--- src/rtl/bcd_pkg.sv ---
// Shared definitions for the serial shift-and-add-3 binary-to-BCD converter.
package bcd_pkg;

    typedef enum logic [1:0] {
        StIdle  = 2'd0,
        StShift = 2'd1,
        StDone  = 2'd2
    } state_e;

    localparam logic [3:0] DabbleThreshold = 4'd5;
    localparam logic [3:0] DabbleOffset    = 4'd3;

    // True when DIGITS decimal digits can hold every WIDTH-bit value (10^digits > 2^width).
    function automatic bit digits_ok(input int unsigned width, input int unsigned digits);
        longint unsigned p10;
        p10 = 64'd1;
        if (width >= 63) begin
            return 1'b0;
        end
        for (int unsigned i = 0; i < digits; i++) begin
            if (p10 > 64'd1844674407370955161) begin
                return 1'b1;
            end
            p10 = p10 * 64'd10;
        end
        return p10 > (64'd1 << width);
    endfunction

endpackage

--- src/rtl/bcd_serial_converter_if.sv ---
// Request/result bundle between a binary source and the BCD converter.
interface bcd_serial_converter_if #(
    parameter int unsigned WIDTH  = 8,
    parameter int unsigned DIGITS = 3
);

    logic                  start;
    logic [WIDTH-1:0]      bin;
    logic                  busy;
    logic                  done;
    logic [4*DIGITS-1:0]   bcd;

    modport master (
        output start,
        output bin,
        input  busy,
        input  done,
        input  bcd
    );

    modport slave (
        input  start,
        input  bin,
        output busy,
        output done,
        output bcd
    );

endinterface

--- src/rtl/dabble_digit.sv ---
// One BCD correction cell: a digit of 5 or more gets +3 ahead of the next left shift.
module dabble_digit
    import bcd_pkg::*;
(
    input  logic [3:0] digit_i,
    output logic [3:0] digit_o
);

    always_comb begin
        digit_o = digit_i;
        if (digit_i >= DabbleThreshold) begin
            digit_o = digit_i + DabbleOffset;
        end
    end

endmodule

--- src/rtl/bcd_serial_converter.sv ---
// Sequential double-dabble converter: one WIDTH-bit value per request, result held for display.
module bcd_serial_converter
    import bcd_pkg::*;
#(
    parameter int unsigned WIDTH  = 8,
    parameter int unsigned DIGITS = 3
) (
    input logic                    CLOCK_50,
    input logic                    reset,
    bcd_serial_converter_if.slave  bus
);

    localparam int unsigned CntW = (WIDTH > 1) ? $clog2(WIDTH) : 1;
    localparam int unsigned BcdW = 4 * DIGITS;

    if (!digits_ok(WIDTH, DIGITS)) begin : gen_digits_check
        $error("bcd_serial_converter: DIGITS too small for WIDTH");
    end

    state_e            state_q;
    logic [WIDTH-1:0]  bin_q;
    logic [BcdW-1:0]   digits_q;
    logic [BcdW-1:0]   digits_adj;
    logic [CntW-1:0]   cnt_q;
    logic              busy_q;
    logic              done_q;
    logic [BcdW-1:0]   bcd_q;

    for (genvar i = 0; i < DIGITS; i++) begin : gen_digit
        dabble_digit u_dabble (
            .digit_i (digits_q[4*i +: 4]),
            .digit_o (digits_adj[4*i +: 4])
        );
    end

    always_ff @(posedge CLOCK_50) begin
        if (reset) begin
            state_q  <= StIdle;
            bin_q    <= '0;
            digits_q <= '0;
            cnt_q    <= '0;
            busy_q   <= 1'b0;
            done_q   <= 1'b0;
            bcd_q    <= '0;
        end else begin
            unique case (state_q)
                StIdle: begin
                    done_q <= 1'b0;
                    if (bus.start) begin
                        bin_q    <= bus.bin;
                        digits_q <= '0;
                        cnt_q    <= '0;
                        busy_q   <= 1'b1;
                        state_q  <= StShift;
                    end
                end
                StShift: begin
                    // {digits, binary} shifts as one vector after correction.
                    digits_q <= {digits_adj[BcdW-2:0], bin_q[WIDTH-1]};
                    bin_q    <= bin_q << 1;
                    cnt_q    <= cnt_q + 1'b1;
                    if (cnt_q == CntW'(WIDTH - 1)) begin
                        state_q <= StDone;
                    end
                end
                StDone: begin
                    bcd_q   <= digits_q;
                    done_q  <= 1'b1;
                    busy_q  <= 1'b0;
                    state_q <= StIdle;
                end
                default: begin
                    state_q <= StIdle;
                    busy_q  <= 1'b0;
                    done_q  <= 1'b0;
                end
            endcase
        end
    end

    assign bus.busy = busy_q;
    assign bus.done = done_q;
    assign bus.bcd  = bcd_q;

endmodule

--- src/flat_wrapper.sv ---
// flat-port wrapper written by rule: the top's interface ports become plain ports
module bcd_serial_converter_flat import bcd_pkg::*;
#(
    parameter int unsigned WIDTH  = 8,
    parameter int unsigned DIGITS = 3
)
  (CLOCK_50, reset, bus_start, bus_bin, bus_busy, bus_done, bus_bcd);
  bcd_serial_converter_if #(.WIDTH(WIDTH), .DIGITS(DIGITS)) bus_i ();
  input logic CLOCK_50;
  input logic reset;
  input wire logic [$bits(bus_i.start)-1:0] bus_start;
  input wire logic [$bits(bus_i.bin)-1:0] bus_bin;
  output wire logic [$bits(bus_i.busy)-1:0] bus_busy;
  output wire logic [$bits(bus_i.done)-1:0] bus_done;
  output wire logic [$bits(bus_i.bcd)-1:0] bus_bcd;
  assign bus_i.start = bus_start;
  assign bus_i.bin = bus_bin;
  assign bus_busy = bus_i.busy;
  assign bus_done = bus_i.done;
  assign bus_bcd = bus_i.bcd;
  bcd_serial_converter #(.WIDTH(WIDTH), .DIGITS(DIGITS)) u_core (.CLOCK_50(CLOCK_50), .reset(reset), .bus(bus_i));
endmodule
--- config.mk ---
export PLATFORM = sky130hd
export DESIGN_NAME = bcd_serial_converter_flat
export DESIGN_NICKNAME = d
export VERILOG_FILES = /design/src/rtl/bcd_pkg.sv /design/src/rtl/bcd_serial_converter_if.sv /design/src/rtl/dabble_digit.sv /design/src/rtl/bcd_serial_converter.sv /design/src/flat_wrapper.sv
export SDC_FILE = /design/constraint.sdc
export NUM_CORES = 1
export LEC_CHECK = 0
export CAP_MARGIN = 20
export CORE_UTILIZATION = 55
export CTS_BUF_LIST = sky130_fd_sc_hd__clkbuf_4 sky130_fd_sc_hd__clkbuf_8
export CTS_CLUSTER_DIAMETER = 120
export DETAILED_ROUTE_END_ITERATION = 8
export HOLD_SLACK_MARGIN = 0.08
export PLACE_DENSITY = 0.85
export SLEW_MARGIN = 10
export SYNTH_ARGS = -nofsm -noshare
export SYNTH_HDL_FRONTEND = slang
export SYNTH_SLANG_ARGS = --single-unit
--- constraint.sdc ---
create_clock -name CLOCK_50 -period 2.91 [get_ports CLOCK_50]
set_input_delay 0.582 -clock CLOCK_50 [delete_from_list [all_inputs] [get_ports CLOCK_50]]
set_output_delay 0.582 -clock CLOCK_50 [all_outputs]
set_load 0.1 [all_outputs]
==> impl_metrics.py, run 1 <==
metrics = {
    "synthesis": {
        "ys_seq_area_share_pct": 45.3,
        "yosysWarningCount": 0,
        "synth_nets": 220,
        "ys_ff_latch": 39,
        "syn_avg_cell_area_um2": 8.57,
        "ys_types": 30,
        "syn_area_mm2": 0.00172,
        "netlist_instances": 201,
    },
    "route": {
        "vias_per_cell": 5.57,
        "wirelength_um": 3480,
        "ant_nets": 0,
        "wire_per_inst_um": 13.7,
        "route.detailed.drc": 1,
        "vias": 1420,
        "dr.pass1.iters": 6,
        "first_iter_violations": 44,
    },
    "setup_path": {
        "cp_top_family": "buffers and inverters",
        "worst_ep_required_time_ns": 3.15,
        "crit_buf_inv": 1,
        "crit_slowest_cell": "clkdlybuf4s50_1",
        "cp-end-kind": "flip-flop",
        "cp_cell_sequence": "clkdlybuf4s50_1, nor2_2, or2_1, a22oi_1, nor2_1",
        "r2r_setup_slack_ns": 1.29,
        "cp_max_fo": 10,
        "critPathMaxStageDelay_ns": 0.68,
        "crit_arrival_ns": 2.02,
        "crit_type": "in -> reg",
        "critPathLaunchType": "input port",
    },
    "cts": {
        "hold_buffers": 0,
        "cts_setup_buffers": 0,
        "cts_buffer_depth": 2,
        "clk_latency_ns": 0.36,
        "cts_inserted_buffers": 5,
        "clock_sinks": 39,
        "cts_tree": "built",
        "clk_pin_slew_ns": 0.11,
        "cts-resized-gates": 0,
        "h-tree-depth": 2,
        "cts_root_buffer": "clkbuf_4",
    },
    "sta": {
        "fin_crit_sh_pct": 61.2,
        "tightest_slew_ns": 0.546,
        "tns_ns": 0,
        "final.setup_skew_ns": 0.0135,
        "rsz0062_at_grt": "no",
        "setup_violations": 0,
        "finalHoldViolCount": 0,
        "relSlewSlack_pct": 63.6,
        "fmax_mhz": 561,
        "period_minus_slack_ns": 1.78,
        "report.final.slew_viol_count": 0,
    },
    "grt": {
        "grt_pass1_wl_um": 5810,
        "grt_antenna_before_repair": 0,
        "grt_max_degree": 27,
        "grt.overflow.total": 0,
        "grt_util_all_layers_pct": 23.1,
        "grt_pass1_vias": 1329,
    },
    "cells_and_area": {
        "nets": 242,
        "drive_gt1_share_pct": 13.8,
        "final_common_cell": "dfxtp_1",
        "layout_common_cells": "dfxtp_1 (39), nor2_1 (28), nand2_1 (28)",
        "instances_no_fill": 255,
        "syn2layout_area_growth_pct": 15.9,
        "insertedDiodeCount": 0,
    },
    "hold_path": {
        "min_path_type": "reg -> reg",
    },
    "pwr": {
        "p_leak_nw": 0.808,
        "ir_drop_uv": 380,
        "powerDensity_mw_per_mm2": 516,
    },
    "floorplanning": {
        "pin_count": 25,
        "initial_core_util_pct": 60.4,
        "dieWidth_um": 58.0,
        "coreArea_mm2": 0.00285,
        "num_rows": 19,
        "die_h_um": 58.0,
        "die_area_mm2": 0.00336,
    },
    "placement": {
        "port_buffers": 24,
        "dp_cells": 247,
        "dp_hpwl_um": 2420,
        "gp_congestion": 0.765,
    },
    "outcome": {
        "violations": "design-rule violations",
        "outcome": "finished, violations left",
    },
    "flow_run": {
        "max-cap-violations": 0,
    },
}
[synthesized netlist by cell type]
cell	instances	area, um2
o22ai_1	1	6.26
a311oi_1	1	8.76
nor3_1	10	50.1
a211oi_1	1	7.51
nor2_4	2	22.5
nand2b_1	3	18.8
o21ai_1	2	10.0
nor2b_4	1	13.8
o21ai_0	3	15.0
buf_6	1	11.3
and2_1	1	6.26
a2bb2oi_1	5	43.8
a22oi_1	5	37.5
a21oi_1	21	105
nand2b_2	1	8.76
nand3_1	3	15.0
or2_1	1	6.26
inv_2	1	3.75
ha_1	8	100
mux2i_1	3	30.0
buf_4	5	37.5
dfxtp_1	39	781
xnor2_1	3	26.3
nor2_2	3	18.8
clkbuf_1	4	15.0
nor2_1	28	105
inv_1	7	26.3
a22o_1	8	70.1
xor2_1	2	17.5
nand2_1	28	105
[path summary, 6_finish.rpt]
kind / start / end / depth (start not counted)
max: bus_start / u_core.cnt_q[2] / 5
min: u_core.bus.bcd[11] / u_core.bus.bcd[11] / 2
min reg2reg: u_core.bus.bcd[11] / u_core.bus.bcd[11] / 2
max reg2reg: u_core.state_q[0] / u_core.bin_q[7] / 4
[routing by layer]
metal	GRT usage (%)	vias up	routed length (um)
li1	-	728	-
met4	8.16	0	67
met5	0	-	0
met2	38.8	19	1650
met1	28.1	666	1660
met3	6.92	7	107
[worst min-delay path: cells and delay by family, from the launching register on]
kind	cells	cell delay [ns]
and+or+nand+nor	1	0.05
DFF	1	0.33
AOI/OAI and AO/OA	1	0.05
[kinds of logic (layout without fill, tap and decap cells)]
group / Yosys count / count (layout) / share of synthesized area [%]
xor+xnor: 5 / 5 / 2.54
flops: 39 / 39 / 45.3
simple gates: 81 / 81 / 21.5
compound gates: 47 / 47 / 17.6
buf+inv: 18 / 41 / 5.45
fa+ha+maj: 8 / 8 / 5.81
mux: 3 / 3 / 1.74
[final cells by class]
| type | count | area [um2] |
|---|---|---|
| clock buffers | 6 | 51.3 |
| fillers | 230 | 856 |
| well taps | 31 | 38.8 |
| multi-input cells | 144 | 848 |
| clock inverters | 2 | 35.0 |
| flip-flops and latches | 39 | 781 |
| repair buffers | 25 | 213 |
| inverters | 8 | 30.0 |
[report_power, final]
part / internal (mW) / switching (mW)
Sequential: 0.547 / 0.0116
Combinational: 0.0370 / 0.0511
Clock: 0.203 / 0.180
Total: 0.787 / 0.243
[metrics by stage]
stage               worst slack, ns  area [um2]  util, %  power [mW]  hold WS (ns)
global placement              0.868        1910     67.0       0.655         0.443
finish                         1.13        2000     70.0        1.03         0.462
detailed placement            0.791        1910     67.0       0.659         0.448
global route                   1.06        2000     70.0        1.07         0.479
CTS                            1.13        2000     70.0        1.03         0.464
floorplan                      1.40        1720        -       0.634         0.443
[state kept, by name, indices dropped and copies added, names as in the netlist]
register / cells
u_core.bus.bcd: 12
u_core.digits_q: 12
u_core.bin_q: 8
u_core.cnt_q: 3
u_core.state_q: 2
u_core.bus.busy: 1
u_core.bus.done: 1
Note: power is estimated with default switching activity, not from simulation.
==> inputs of run 2 (changes only) <==
--- a/config.mk
+++ b/config.mk
@@ -6,12 +6,12 @@
 export NUM_CORES = 1
 export LEC_CHECK = 0
 export CAP_MARGIN = 20
-export CORE_UTILIZATION = 55
+export CORE_UTILIZATION = 50
 export CTS_BUF_LIST = sky130_fd_sc_hd__clkbuf_4 sky130_fd_sc_hd__clkbuf_8
 export CTS_CLUSTER_DIAMETER = 120
 export DETAILED_ROUTE_END_ITERATION = 8
 export HOLD_SLACK_MARGIN = 0.08
-export PLACE_DENSITY = 0.85
+export PLACE_DENSITY = 0.81
 export SLEW_MARGIN = 10
 export SYNTH_ARGS = -nofsm -noshare
 export SYNTH_HDL_FRONTEND = slang
==> constraint.sdc (replaced) <==
create_clock -name CLOCK_50 -period 1.4 [get_ports CLOCK_50]
set_input_delay 0.28 -clock CLOCK_50 [delete_from_list [all_inputs] [get_ports CLOCK_50]]
set_output_delay 0.28 -clock CLOCK_50 [all_outputs]
set_load 0.1 [all_outputs]
==> run 2 against run 1 <==
Compared with the run above: core utilization rose by 5.1 points; via count rose by 8.1%; first-iteration DRC count rose by 77%; critical endpoint is now u_core.digits_q[9]; critical path depth rose by 1; setup slack got worse by 1.1 ns; sequential power rose by 110%; wire length rose by 15%; combinational power rose to 2.6 times the previous value; die area rose by 9.6%; flip-flop and latch count did not move; cell area rose by 19%; the flow now finishes without violations.
==> impl_metrics.py, run 2 (same netlist as run 1, synthesis figures left out) <==
metrics = {
    "placement": {
        "place_ws_ns": -0.183,
        "port_buffers": 24,
        "dp_hpwl_um": 2760,
        "gp_congestion": 0.848,
        "placed_cell_area_mm2": 0.00221,
    },
    "cts": {
        "cts_setup_buffers": 0,
        "cts_buffer_depth": 2,
        "hold_buffers": 0,
        "cts_inserted_buffers": 5,
        "clk_latency_ns": 0.35,
        "h-tree-depth": 2,
        "clock_sinks": 39,
        "clk_pin_slew_ns": 0.12,
        "cts_tree": "built",
        "cts_root_buffer": "clkbuf_4",
    },
    "route": {
        "ant_nets": 0,
        "dr.pass1.iters": 4,
        "route.detailed.drc": 0,
        "vias_per_cell": 5.44,
        "wirelength_um": 4020,
        "first_iter_violations": 78,
        "wire_per_inst_um": 14.3,
        "vias": 1535,
    },
    "grt": {
        "grt.overflow.total": 0,
        "grt_antenna_before_repair": 0,
        "grt_max_degree": 19,
        "grt_pass1_wl_um": 6300,
        "grt_util_all_layers_pct": 23.9,
        "grt_pass1_vias": 1461,
    },
    "cells_and_area": {
        "seq_area_um2": 787,
        "layout_common_cells": "dfxtp_1 (34), nor2_1 (28), nand2_1 (27)",
        "multiInputGateArea_um2": 897,
        "final_common_cell": "dfxtp_1",
        "drive_gt1_share_pct": 24.4,
        "final_cell_area_mm2": 0.00237,
        "fill_cells": 225,
        "syn2layout_area_growth_pct": 37.4,
        "nets": 256,
        "insertedDiodeCount": 0,
    },
    "pwr": {
        "p_leak_nw": 0.934,
        "p_total_mw": 2.33,
        "powerDensity_mw_per_mm2": 986,
        "ir_drop_uv": 1160,
    },
    "floorplanning": {
        "num_rows": 20,
        "die_area_mm2": 0.00368,
        "dieWidth_um": 60.7,
        "coreArea_mm2": 0.00315,
        "initial_core_util_pct": 54.6,
        "die_h_um": 60.7,
        "pin_count": 25,
    },
    "sta": {
        "period_minus_slack_ns": 1.37,
        "fmax_mhz": 728,
        "setup_slack_ns": 0.0270,
        "final.setup_skew_ns": 0.0116,
        "tns_ns": 0,
        "report.final.slew_viol_count": 0,
        "tightest_slew_ns": 0.313,
        "setup_violations": 0,
        "finalHoldViolCount": 0,
        "fin_crit_sh_pct": 98.1,
        "relSlewSlack_pct": 79.1,
    },
    "outcome": {
        "outcome": "finished, final reports clean",
    },
    "setup_path": {
        "crit_buf_inv": 1,
        "cp-end-kind": "flip-flop",
        "critPathLaunchType": "flip-flop",
        "crit_arrival_ns": 1.62,
        "cp_max_fo": 5,
        "cp_top_family": "flip-flops",
        "critPathMaxStageDelay_ns": 0.45,
        "cp_cell_sequence": "inv_1, ha_1, nand2b_1, a21oi_2, xnor2_1, a22o_1",
        "worst_ep_required_time_ns": 1.65,
        "crit_type": "reg -> reg",
        "crit_slowest_cell": "dfxtp_1",
    },
    "hold_path": {
        "min_path_type": "reg -> reg",
    },
    "flow_run": {
        "max-cap-violations": 0,
    },
}
run 2: timing repair:
action                     in CTS  in global routing
resized for setup               3                 12
setup endpoints to repair       5                 17
pin swaps                       0                  3
run 2: layout make-up:
type                            count  share of cell area [%]
Sequential cell                    39                    33.2
Timing Repair Buffer               39                    20.8
Clock buffer                        6                    1.90
Inverter                            8                    1.27
Clock inverter                      2                    2.54
Tap cell                           44                    2.33
Multi-Input combinational cell    144                    37.9
run 2: power by group:
part | leakage [nW] | total, mW | internal, mW | switching, mW
Clock | 0.0559 | 0.951 | 0.577 | 0.374
Combinational | 0.559 | 0.227 | 0.104 | 0.123
Sequential | 0.319 | 1.16 | 1.14 | 0.0191
Total | 0.934 | 2.33 | 1.82 | 0.516
run 2: final timing paths:
| kind | start | slack, ns | to | cells past startpoint |
|---|---|---|---|---|
| max | u_core.digits_q[8] | 0.03 | u_core.digits_q[9] | 6 |
| min | u_core.bin_q[6] | 0.49 | u_core.bin_q[7] | 2 |
| max reg2reg | u_core.digits_q[8] | 0.03 | u_core.digits_q[9] | 6 |
| min reg2reg | u_core.bin_q[6] | 0.49 | u_core.bin_q[7] | 2 |
run 2: metrics by stage:
| stage | instances | util [%] | hold WS, ns |
|---|---|---|---|
| 6_report | 282 | 75.1 | 0.489 |
| 5_1_grt | 282 | 75.1 | 0.519 |
| 4_1_cts | 282 | 73.7 | 0.485 |
| 3_5_place_dp | 274 | 70.0 | 0.468 |
| 3_3_place_gp | 274 | 70.0 | 0.465 |
| 2_1_floorplan | 201 | - | 0.442 |
run 2: worst min-delay path: stages, from the launching register on:
cell	delay, ns
dfxtp_1	0.33
nand2_1	0.05
a311oi_1	0.07
run 2: routing by layer:
layer / vias up / GRT usage, % / part of all wire (%)
li1: 757 / - / -
met1: 732 / 28.0 / 43
met2: 37 / 40.0 / 50
met3: 9 / 6.61 / 4.0
met4: 0 / 12.3 / 2.3
met5: - / 0 / 0
==> inputs of run 3 (changes only) <==
--- a/config.mk
+++ b/config.mk
@@ -10,6 +10,7 @@
 export CTS_BUF_LIST = sky130_fd_sc_hd__clkbuf_4 sky130_fd_sc_hd__clkbuf_8
 export CTS_CLUSTER_DIAMETER = 120
 export DETAILED_ROUTE_END_ITERATION = 8
+export GPL_TIMING_DRIVEN = 1
 export HOLD_SLACK_MARGIN = 0.08
 export PLACE_DENSITY = 0.81
 export SLEW_MARGIN = 10
==> results of run 3 <==
The final DEF is identical to that of run 2; final timing and power are the same.
